===== src/rtl/ssb_grid_mapper_pkg.sv =====
// ssb_pkg: shared constants for the SS/PBCH block grid mapper.
//   - Grid geometry: 240 subcarriers x 4 symbols, PSS/SSS span k=56..182,
//     PBCH edges on symbol 2 at k<48 and k>=192.
//   - The 127-entry m-sequences for PSS (x) and SSS (x0, x1) are built once
//     at elaboration and used as read-only lookup tables. Bit i of each
//     vector holds x(i).
//   - FSM state type shared by the top level.
package ssb_pkg;

    localparam int unsigned SSB_NUM_SC  = 240;
    localparam int unsigned SSB_NUM_SYM = 4;
    localparam int unsigned SYNC_LEN    = 127;

    localparam logic [7:0] SYNC_START    = 8'd56;
    localparam logic [7:0] SYNC_END      = 8'(56 + SYNC_LEN - 1);
    localparam logic [7:0] PBCH_LO_END   = 8'd48;
    localparam logic [7:0] PBCH_HI_START = 8'd192;
    localparam logic [7:0] LAST_SC       = 8'(SSB_NUM_SC - 1);
    localparam logic [1:0] LAST_SYM      = 2'(SSB_NUM_SYM - 1);

    localparam logic [8:0] N_ID_1_MAX    = 9'd335;
    localparam logic [8:0] SSS_Q1_BOUND  = 9'd112;
    localparam logic [8:0] SSS_Q2_BOUND  = 9'd224;

    typedef enum logic {
        ST_IDLE = 1'b0,
        ST_RUN  = 1'b1
    } state_e;

    // x(i+7) = x(i+tap) ^ x(i), seeded with x(0..6) = init[0..6].
    function automatic logic [126:0] gen_m_seq(input logic [6:0] init,
                                               input logic [6:0] tap);
        logic [126:0] x;
        x = '0;
        x[6:0] = init;
        for (logic [6:0] i = 7'd0; i < 7'd120; i++) begin
            x[i + 7'd7] = x[i + tap] ^ x[i];
        end
        return x;
    endfunction

    // PSS seed [x6..x0] = 1110110; SSS seeds [6..0] = 0000001.
    localparam logic [126:0] PSS_X  = gen_m_seq(7'b1110110, 7'd4);
    localparam logic [126:0] SSS_X0 = gen_m_seq(7'b0000001, 7'd4);
    localparam logic [126:0] SSS_X1 = gen_m_seq(7'b0000001, 7'd1);

endpackage


===== src/rtl/ssb_grid_mapper_seq_gen.sv =====
// ssb_seq_gen: PSS/SSS chip generator.
//   Keeps three mod-127 index counters (PSS, SSS x0, SSS x1). While load_i is
//   high the counters' current value is replaced by the cell-ID dependent
//   offset, so the chip for k=56 comes straight from the offset; every
//   step_i advances the counters past the chip just used.
// Ports:
//   clk_i, reset_i      clock, synchronous active-high reset
//   n_id_1_i, n_id_2_i  latched cell-ID components
//   load_i              next RE is k=56 (sequence start)
//   step_i              a sync RE was consumed this cycle
//   pss_bit_o           1 -> PSS chip is -1
//   sss_bit_o           1 -> SSS chip is -1
module ssb_seq_gen
    import ssb_pkg::*;
(
    input  logic       clk_i,
    input  logic       reset_i,
    input  logic [8:0] n_id_1_i,
    input  logic [1:0] n_id_2_i,
    input  logic       load_i,
    input  logic       step_i,
    output logic       pss_bit_o,
    output logic       sss_bit_o
);

    logic [6:0] pss_off;
    logic [6:0] m0_q_part;
    logic [6:0] m0_n2_part;
    logic [6:0] m0;
    logic [6:0] m1;

    logic [6:0] pss_idx_q, s0_idx_q, s1_idx_q;
    logic [6:0] pss_idx, s0_idx, s1_idx;

    function automatic logic [6:0] inc127(input logic [6:0] i);
        return (i == 7'd126) ? 7'd0 : i + 7'd1;
    endfunction

    // Offsets without multipliers: 43*N_id_2 and 5*N_id_2 by table,
    // floor(N_id_1/112) and N_id_1 mod 112 by comparison and subtraction.
    always_comb begin
        case (n_id_2_i)
            2'd1:    begin pss_off = 7'd43; m0_n2_part = 7'd5;  end
            2'd2:    begin pss_off = 7'd86; m0_n2_part = 7'd10; end
            default: begin pss_off = 7'd0;  m0_n2_part = 7'd0;  end
        endcase

        if (n_id_1_i >= SSS_Q2_BOUND) begin
            m0_q_part = 7'd30;
            m1        = 7'(n_id_1_i - SSS_Q2_BOUND);
        end else if (n_id_1_i >= SSS_Q1_BOUND) begin
            m0_q_part = 7'd15;
            m1        = 7'(n_id_1_i - SSS_Q1_BOUND);
        end else begin
            m0_q_part = 7'd0;
            m1        = n_id_1_i[6:0];
        end

        m0 = m0_q_part + m0_n2_part;

        pss_idx = load_i ? pss_off : pss_idx_q;
        s0_idx  = load_i ? m0      : s0_idx_q;
        s1_idx  = load_i ? m1      : s1_idx_q;
    end

    always_ff @(posedge clk_i) begin
        if (reset_i) begin
            pss_idx_q <= '0;
            s0_idx_q  <= '0;
            s1_idx_q  <= '0;
        end else if (step_i) begin
            pss_idx_q <= inc127(pss_idx);
            s0_idx_q  <= inc127(s0_idx);
            s1_idx_q  <= inc127(s1_idx);
        end
    end

    // (1-2a)(1-2b) is negative exactly when a^b.
    assign pss_bit_o = PSS_X[pss_idx];
    assign sss_bit_o = SSS_X0[s0_idx] ^ SSS_X1[s1_idx];

endmodule


===== src/rtl/ssb_grid_mapper.sv =====
// ssb_grid_mapper: emits the 4x240 REs of one SS/PBCH block in subcarrier
// order. PSS (l=0), SSS (l=2) and zero guards are generated here; PBCH/DMRS
// REs are taken in order from the s_axis_pbch stream.
// Ports:
//   clk_i, reset_i         clock, synchronous active-high reset
//   start_i                request one block (accepted only while idle)
//   N_id_1_i, N_id_2_i     cell ID, captured on accepted start
//   busy_o                 block in progress
//   err_o                  one-cycle pulse for a start with an invalid ID
//   s_axis_pbch_*          upstream PBCH/DMRS RE stream (no buffering)
//   m_axis_out_*           grid RE stream; tuser = symbol l, tlast at k=239
module ssb_grid_mapper
    import ssb_pkg::*;
#(
    parameter int IQ_DW    = 32,
    parameter int SYNC_AMP = 8192
) (
    input  logic             clk_i,
    input  logic             reset_i,
    input  logic             start_i,
    input  logic [8:0]       N_id_1_i,
    input  logic [1:0]       N_id_2_i,
    output logic             busy_o,
    output logic             err_o,
    input  logic [IQ_DW-1:0] s_axis_pbch_tdata,
    input  logic             s_axis_pbch_tvalid,
    output logic             s_axis_pbch_tready,
    output logic [IQ_DW-1:0] m_axis_out_tdata,
    output logic             m_axis_out_tvalid,
    input  logic             m_axis_out_tready,
    output logic             m_axis_out_tlast,
    output logic [1:0]       m_axis_out_tuser
);

    localparam int HALF_W = IQ_DW / 2;
    localparam logic signed [HALF_W-1:0] AMP_POS = HALF_W'(SYNC_AMP);
    localparam logic signed [HALF_W-1:0] AMP_NEG = -AMP_POS;

    // BPSK chip to RE: real = +/-SYNC_AMP, imag = 0.
    function automatic logic [IQ_DW-1:0] sync_re(input logic neg);
        return {{HALF_W{1'b0}}, (neg ? AMP_NEG : AMP_POS)};
    endfunction

    state_e           state_q;
    logic [1:0]       l_q;
    logic [7:0]       k_q;
    logic             all_loaded_q;
    logic [8:0]       n_id_1_q;
    logic [1:0]       n_id_2_q;
    logic             err_q;
    logic [IQ_DW-1:0] tdata_q;
    logic             tvalid_q;
    logic             tlast_q;
    logic [1:0]       tuser_q;

    logic [1:0]       l_d;
    logic [7:0]       k_d;
    logic [IQ_DW-1:0] re_d;
    logic             is_sync;
    logic             is_pbch;
    logic             out_free;
    logic             feed_ok;
    logic             run_load;
    logic             last_hs;
    logic             start_ok;
    logic             pss_bit;
    logic             sss_bit;

    ssb_seq_gen u_seq (
        .clk_i     (clk_i),
        .reset_i   (reset_i),
        .n_id_1_i  (n_id_1_q),
        .n_id_2_i  (n_id_2_q),
        .load_i    (k_q == SYNC_START),
        .step_i    (run_load && is_sync),
        .pss_bit_o (pss_bit),
        .sss_bit_o (sss_bit)
    );

    // (l_q, k_q) always names the next RE to be placed in the output register.
    always_comb begin
        is_sync  = ((l_q == 2'd0) || (l_q == 2'd2)) &&
                   (k_q >= SYNC_START) && (k_q <= SYNC_END);
        is_pbch  = l_q[0] ||
                   ((l_q == 2'd2) && ((k_q < PBCH_LO_END) || (k_q >= PBCH_HI_START)));
        out_free = !tvalid_q || m_axis_out_tready;
        feed_ok  = (state_q == ST_RUN) && !all_loaded_q && out_free;
        run_load = feed_ok && (!is_pbch || s_axis_pbch_tvalid);
        last_hs  = all_loaded_q && tvalid_q && m_axis_out_tready;
        start_ok = (N_id_2_i != 2'd3) && (N_id_1_i <= N_ID_1_MAX);

        if (is_pbch) begin
            re_d = s_axis_pbch_tdata;
        end else if (is_sync) begin
            re_d = sync_re((l_q == 2'd0) ? pss_bit : sss_bit);
        end else begin
            re_d = '0;
        end

        k_d = (k_q == LAST_SC) ? 8'd0 : k_q + 8'd1;
        l_d = (k_q == LAST_SC) ? l_q + 2'd1 : l_q;
    end

    always_ff @(posedge clk_i) begin
        if (reset_i) begin
            state_q      <= ST_IDLE;
            l_q          <= '0;
            k_q          <= '0;
            all_loaded_q <= 1'b0;
            n_id_1_q     <= '0;
            n_id_2_q     <= '0;
            err_q        <= 1'b0;
            tdata_q      <= '0;
            tvalid_q     <= 1'b0;
            tlast_q      <= 1'b0;
            tuser_q      <= '0;
        end else begin
            err_q <= 1'b0;
            case (state_q)
                ST_IDLE: begin
                    if (start_i) begin
                        if (start_ok) begin
                            // RE (0,0) is a guard zero, so it is loaded on the
                            // accepting edge and counting resumes at k=1.
                            state_q      <= ST_RUN;
                            n_id_1_q     <= N_id_1_i;
                            n_id_2_q     <= N_id_2_i;
                            l_q          <= 2'd0;
                            k_q          <= 8'd1;
                            all_loaded_q <= 1'b0;
                            tdata_q      <= '0;
                            tvalid_q     <= 1'b1;
                            tlast_q      <= 1'b0;
                            tuser_q      <= 2'd0;
                        end else begin
                            err_q <= 1'b1;
                        end
                    end
                end
                ST_RUN: begin
                    if (run_load) begin
                        tdata_q  <= re_d;
                        tvalid_q <= 1'b1;
                        tlast_q  <= (k_q == LAST_SC);
                        tuser_q  <= l_q;
                        k_q      <= k_d;
                        l_q      <= l_d;
                        if ((l_q == LAST_SYM) && (k_q == LAST_SC)) begin
                            all_loaded_q <= 1'b1;
                        end
                    end else if (m_axis_out_tready) begin
                        tvalid_q <= 1'b0;
                    end
                    if (last_hs) begin
                        state_q      <= ST_IDLE;
                        all_loaded_q <= 1'b0;
                    end
                end
                default: state_q <= ST_IDLE;
            endcase
        end
    end

    assign busy_o             = (state_q == ST_RUN);
    assign err_o              = err_q;
    assign s_axis_pbch_tready = feed_ok && is_pbch;
    assign m_axis_out_tdata   = tdata_q;
    assign m_axis_out_tvalid  = tvalid_q;
    assign m_axis_out_tlast   = tlast_q;
    assign m_axis_out_tuser   = tuser_q;

endmodule


===== config.mk =====
export PLATFORM = sky130hd
export DESIGN_NAME = ssb_grid_mapper
export DESIGN_NICKNAME = d
export VERILOG_FILES = /design/src/rtl/ssb_grid_mapper_pkg.sv /design/src/rtl/ssb_grid_mapper_seq_gen.sv /design/src/rtl/ssb_grid_mapper.sv
export SDC_FILE = /design/constraint.sdc
export NUM_CORES = 1
export LEC_CHECK = 0
export CAP_MARGIN = 20
export CORE_MARGIN = 4
export CORE_UTILIZATION = 28
export CTS_CLUSTER_DIAMETER = 120
export DETAILED_ROUTE_END_ITERATION = 16
export HOLD_SLACK_MARGIN = 0.03
export PLACE_DENSITY = 0.59
export SLEW_MARGIN = 5
export SYNTH_ARGS = -nofsm -noshare
export SYNTH_HDL_FRONTEND = slang
export SYNTH_SLANG_ARGS = --single-unit

===== constraint.sdc =====
create_clock -name clk_i -period 4.12 [get_ports clk_i]
set_input_delay 0.824 -clock clk_i [delete_from_list [all_inputs] [get_ports clk_i]]
set_output_delay 0.824 -clock clk_i [all_outputs]
set_load 0.02 [all_outputs]

==> metrics.txt <==
DR DRC count=0; Worst Tran Pin Value=0.983 ns; first-pass GRT wire length=25.7 mm; Mean Syn Cell Area=7.82 µm²; vias in the first global route=5,149; VDD IR max=0.227 mV; CP Data Arrival Time=4.20 ns; CTS tree=yes; routed length per placed instance=15.7 µm; hold endpoint=m_axis_out_tdata[10]; vias=5,258; Worst path slowest cell=fa_2; Final Cycle Share=96.4%; r2r startpoint=n_id_1_q[6]; initial antenna violation count=0; Max-Cap Viols=0; Crit path top cell by count=ha_4; CP Capture Type=register; worst path cell trace=ha_2, a211o_1, a31oi_4, nor2_4, ha_4, fa_2, mux2i_4, inv_2, ha_4, o21ai_2, o32a_1, mux4_2, o211ai_2, xor2_1, nand3b_1, a32o_1; highest metal used=met4; drt pass-1 iters=5; Layout area overhead=30.3%; post-route antenna net violation count=0; IO buf count=86; syn nets=763; vias per cell=5.20; Max Fclk=252 MHz; DP HPWL=11.6 mm; Cell Area, Placed=0.00656 mm²; Final Cell Area=0.00695 mm²; Ys Warns=0; Final GP Congestion=0.920; Iter 0 DRT Violations=257; Primary FF master, synth=dfxtp_1; WL met1=7.04 mm; Post-Route WL=15.8 mm; status=finished, final reports clean; Worst-path clk slew=0.07 ns; pre-CTS setup slack=0.0123 ns; fin crit period=3.97 ns; worst path required time=4.35 ns; met3 WL post-DR=1.30 mm; Core Area=0.0187 mm²; grt total ovfl=0; diode count=0; Startpoint Class=register; Top Family by Delay on Critical Path=compound AO/OA/AOI/OAI gates; placed cell count=992; Async S/R FF share, synth=0%; leakage=2.61 nW; CP Buf/Inv Count=1; row cnt=50; Power, Total=1.85 mW; Starting Density=28.5%; RR Endpoint=m_axis_out_tdata[15]; max_slew headroom=34.5%; clock root cell=clkbuf_16; biggest fanout along the worst timing path=4; share of post-route cells with drive strength above 1=11.7%; Nets=853; clock latency on the worst-skew pair=0.34 ns; Num CTS Buffers=9; Final Setup Violations=0; Final TNS setup=0 ns; Slowest Stage Delay on Critical Path=0.51 ns; Hold Crit Depth=2; Pins Over Slew Limit=0; Total Routing Usage GR=14.4%; fin worst setup slack=0.146 ns; Clock H-tree levels=3; deepest clock path buffer count=2; HP Class=register to register; Final Skew=0.00996 ns; IO Count=87; Post-synth EDFFs=0; Post-Layout Cell Count=1,011; Die ar.=0.0213 mm²; Synth cell types=85; synthesized instance count=682; Yosys reg bits=81; pwr dens=267 mW/mm²; Die Ht=146 µm; CP Class=register to register; r2r setup slk=0.15 ns; Met2 Routed Length=7.09 mm; largest net degree at the start of global routing=51; clk sinks=81; die width=146 µm; cells on worst reg2reg path=16; part of the Yosys area used for sequential elements=30.4%; worst hold start=m_axis_out_tdata[10]; Cell Area, Synth=0.00533 mm²; cts hold-fix bufs=0; Fin. Hold Viols=0
==> cell type report <==
cell class	instances	area, µm²
fillers	1943	11800
multi-input cells	529	3490
flip-flops and latches	81	1620
repair buffers	121	1120
well taps	234	293
clock buffers	9	225
inverters	30	113
clock inverters	7	83.8
==> report_power, final <==
part,internal [mW],leakage (nW),switching (mW)
clock,0.482,0.149,0.370
sequential,0.793,0.655,0.00984
combinational,0.0878,1.81,0.113
total,1.36,2.61,0.492
==> logic make-up (layout without fill, tap and decap cells) <==
group / after synthesis / after routing / share of synthesized area (%)
and+or+nand+nor: 245 / 245 / 22.0
AOI/OAI and AO/OA: 208 / 208 / 26.0
DFF: 81 / 81 / 30.4
buffers and inverters: 72 / 167 / 5.80
adders and majority gates: 33 / 33 / 7.89
xor gates and xnor gates: 24 / 24 / 3.94
muxes: 19 / 19 / 3.92
==> per-layer routing <==
metal / GRT usage [%] / vias to the layer above
met4: 5.55 / 0
met3: 4.95 / 28
met1: 18.1 / 2420
met5: 0 / -
met2: 22.7 / 162
li1: - / 2648
==> worst max path at each step <==
| stage | to | cells past startpoint | slack, ns | startpoint |
|---|---|---|---|---|
| detailed placement | m_axis_out_tdata[15] | 16 | 0.01 | n_id_1_q[6] |
| global route | m_axis_out_tdata[15] | 16 | -0.01 | n_id_1_q[6] |
| global placement | m_axis_out_tdata[14] | 16 | 0.05 | n_id_1_q[6] |
| floorplan | m_axis_out_tdata[14] | 16 | 0.06 | n_id_1_q[5] |
| CTS | m_axis_out_tdata[15] | 16 | 0.04 | n_id_1_q[6] |
| finish | m_axis_out_tdata[15] | 16 | 0.15 | n_id_1_q[6] |
==> what timing repair did <==
action	in CTS	in global routing
pin swaps	0	5
setup buffers	0	3
setup endpoints to repair	2	2
resized for setup	1	14
==> sequential cells by signal, indices dropped and copies added (netlist names) <==
signal / count
all_loaded_q: 1
busy_o: 1
err_o: 1
k_q: 8
l_q: 2
m_axis_out_tdata: 32
m_axis_out_tlast: 1
m_axis_out_tuser: 2
m_axis_out_tvalid: 1
n_id_1_q: 9
n_id_2_q: 2
u_seq.pss_idx_q: 7
u_seq.s0_idx_q: 7
u_seq.s1_idx_q: 7
==> through the flow <==
stage	util, %	hold slack [ns]
2_1_floorplan	-	0.437
3_3_place_gp	35.1	0.437
3_5_place_dp	35.1	0.445
4_1_cts	36.7	0.452
5_1_grt	37.1	0.468
6_report	37.1	0.450
==> cell usage after synthesis, types with 3 or more instances <==
cell / number / share of area, %
nor2_1: 54 / 3.8
or2_2: 4 / 0.47
o22ai_1: 5 / 0.59
a211o_1: 4 / 0.66
o211ai_1: 8 / 1.1
a211oi_1: 15 / 2.1
nor3b_1: 3 / 0.42
and3_1: 4 / 0.47
a31oi_1: 9 / 1.1
a22oi_1: 21 / 3.0
nand3_1: 52 / 4.9
a21oi_1: 73 / 6.9
nor3_1: 15 / 1.4
o221ai_1: 3 / 0.49
buf_2: 10 / 0.94
xor2_1: 9 / 1.5
a32o_1: 3 / 0.56
a21o_1: 7 / 0.99
dfxtp_1: 81 / 30
ha_1: 32 / 7.5
mux2i_1: 16 / 3.0
clkbuf_1: 25 / 1.8
buf_4: 3 / 0.42
o31ai_1: 3 / 0.42
inv_1: 28 / 2.0
xnor2_1: 15 / 2.5
nand2_1: 85 / 6.0
nor2b_1: 3 / 0.35
o21ai_0: 22 / 2.1
==> cell usage in the layout (no fill, tap or decap), drive strengths merged, types with 7 or more instances in the layout <==
master	Yosys	routed
a21o	7	7
a211oi	15	15
dfxtp	81	81
a21oi	76	76
xnor2	15	15
xor2	9	9
ha	32	32
nor2	55	55
a31oi	10	10
nand2	86	86
a22oi	21	21
o21ai	25	25
nor3	15	15
mux2i	16	16
inv	30	34
nand3	52	52
clkdlybuf4s50	0	85
o211ai	9	9
clkbuf	25	9
buf	17	36
==> worst min-delay path: stages (launching register included) <==
cell and delay (ns):
dfxtp_1 0.31, nand2_1 0.05, a21oi_1 0.05
Power figures use the tool's default switching activity.
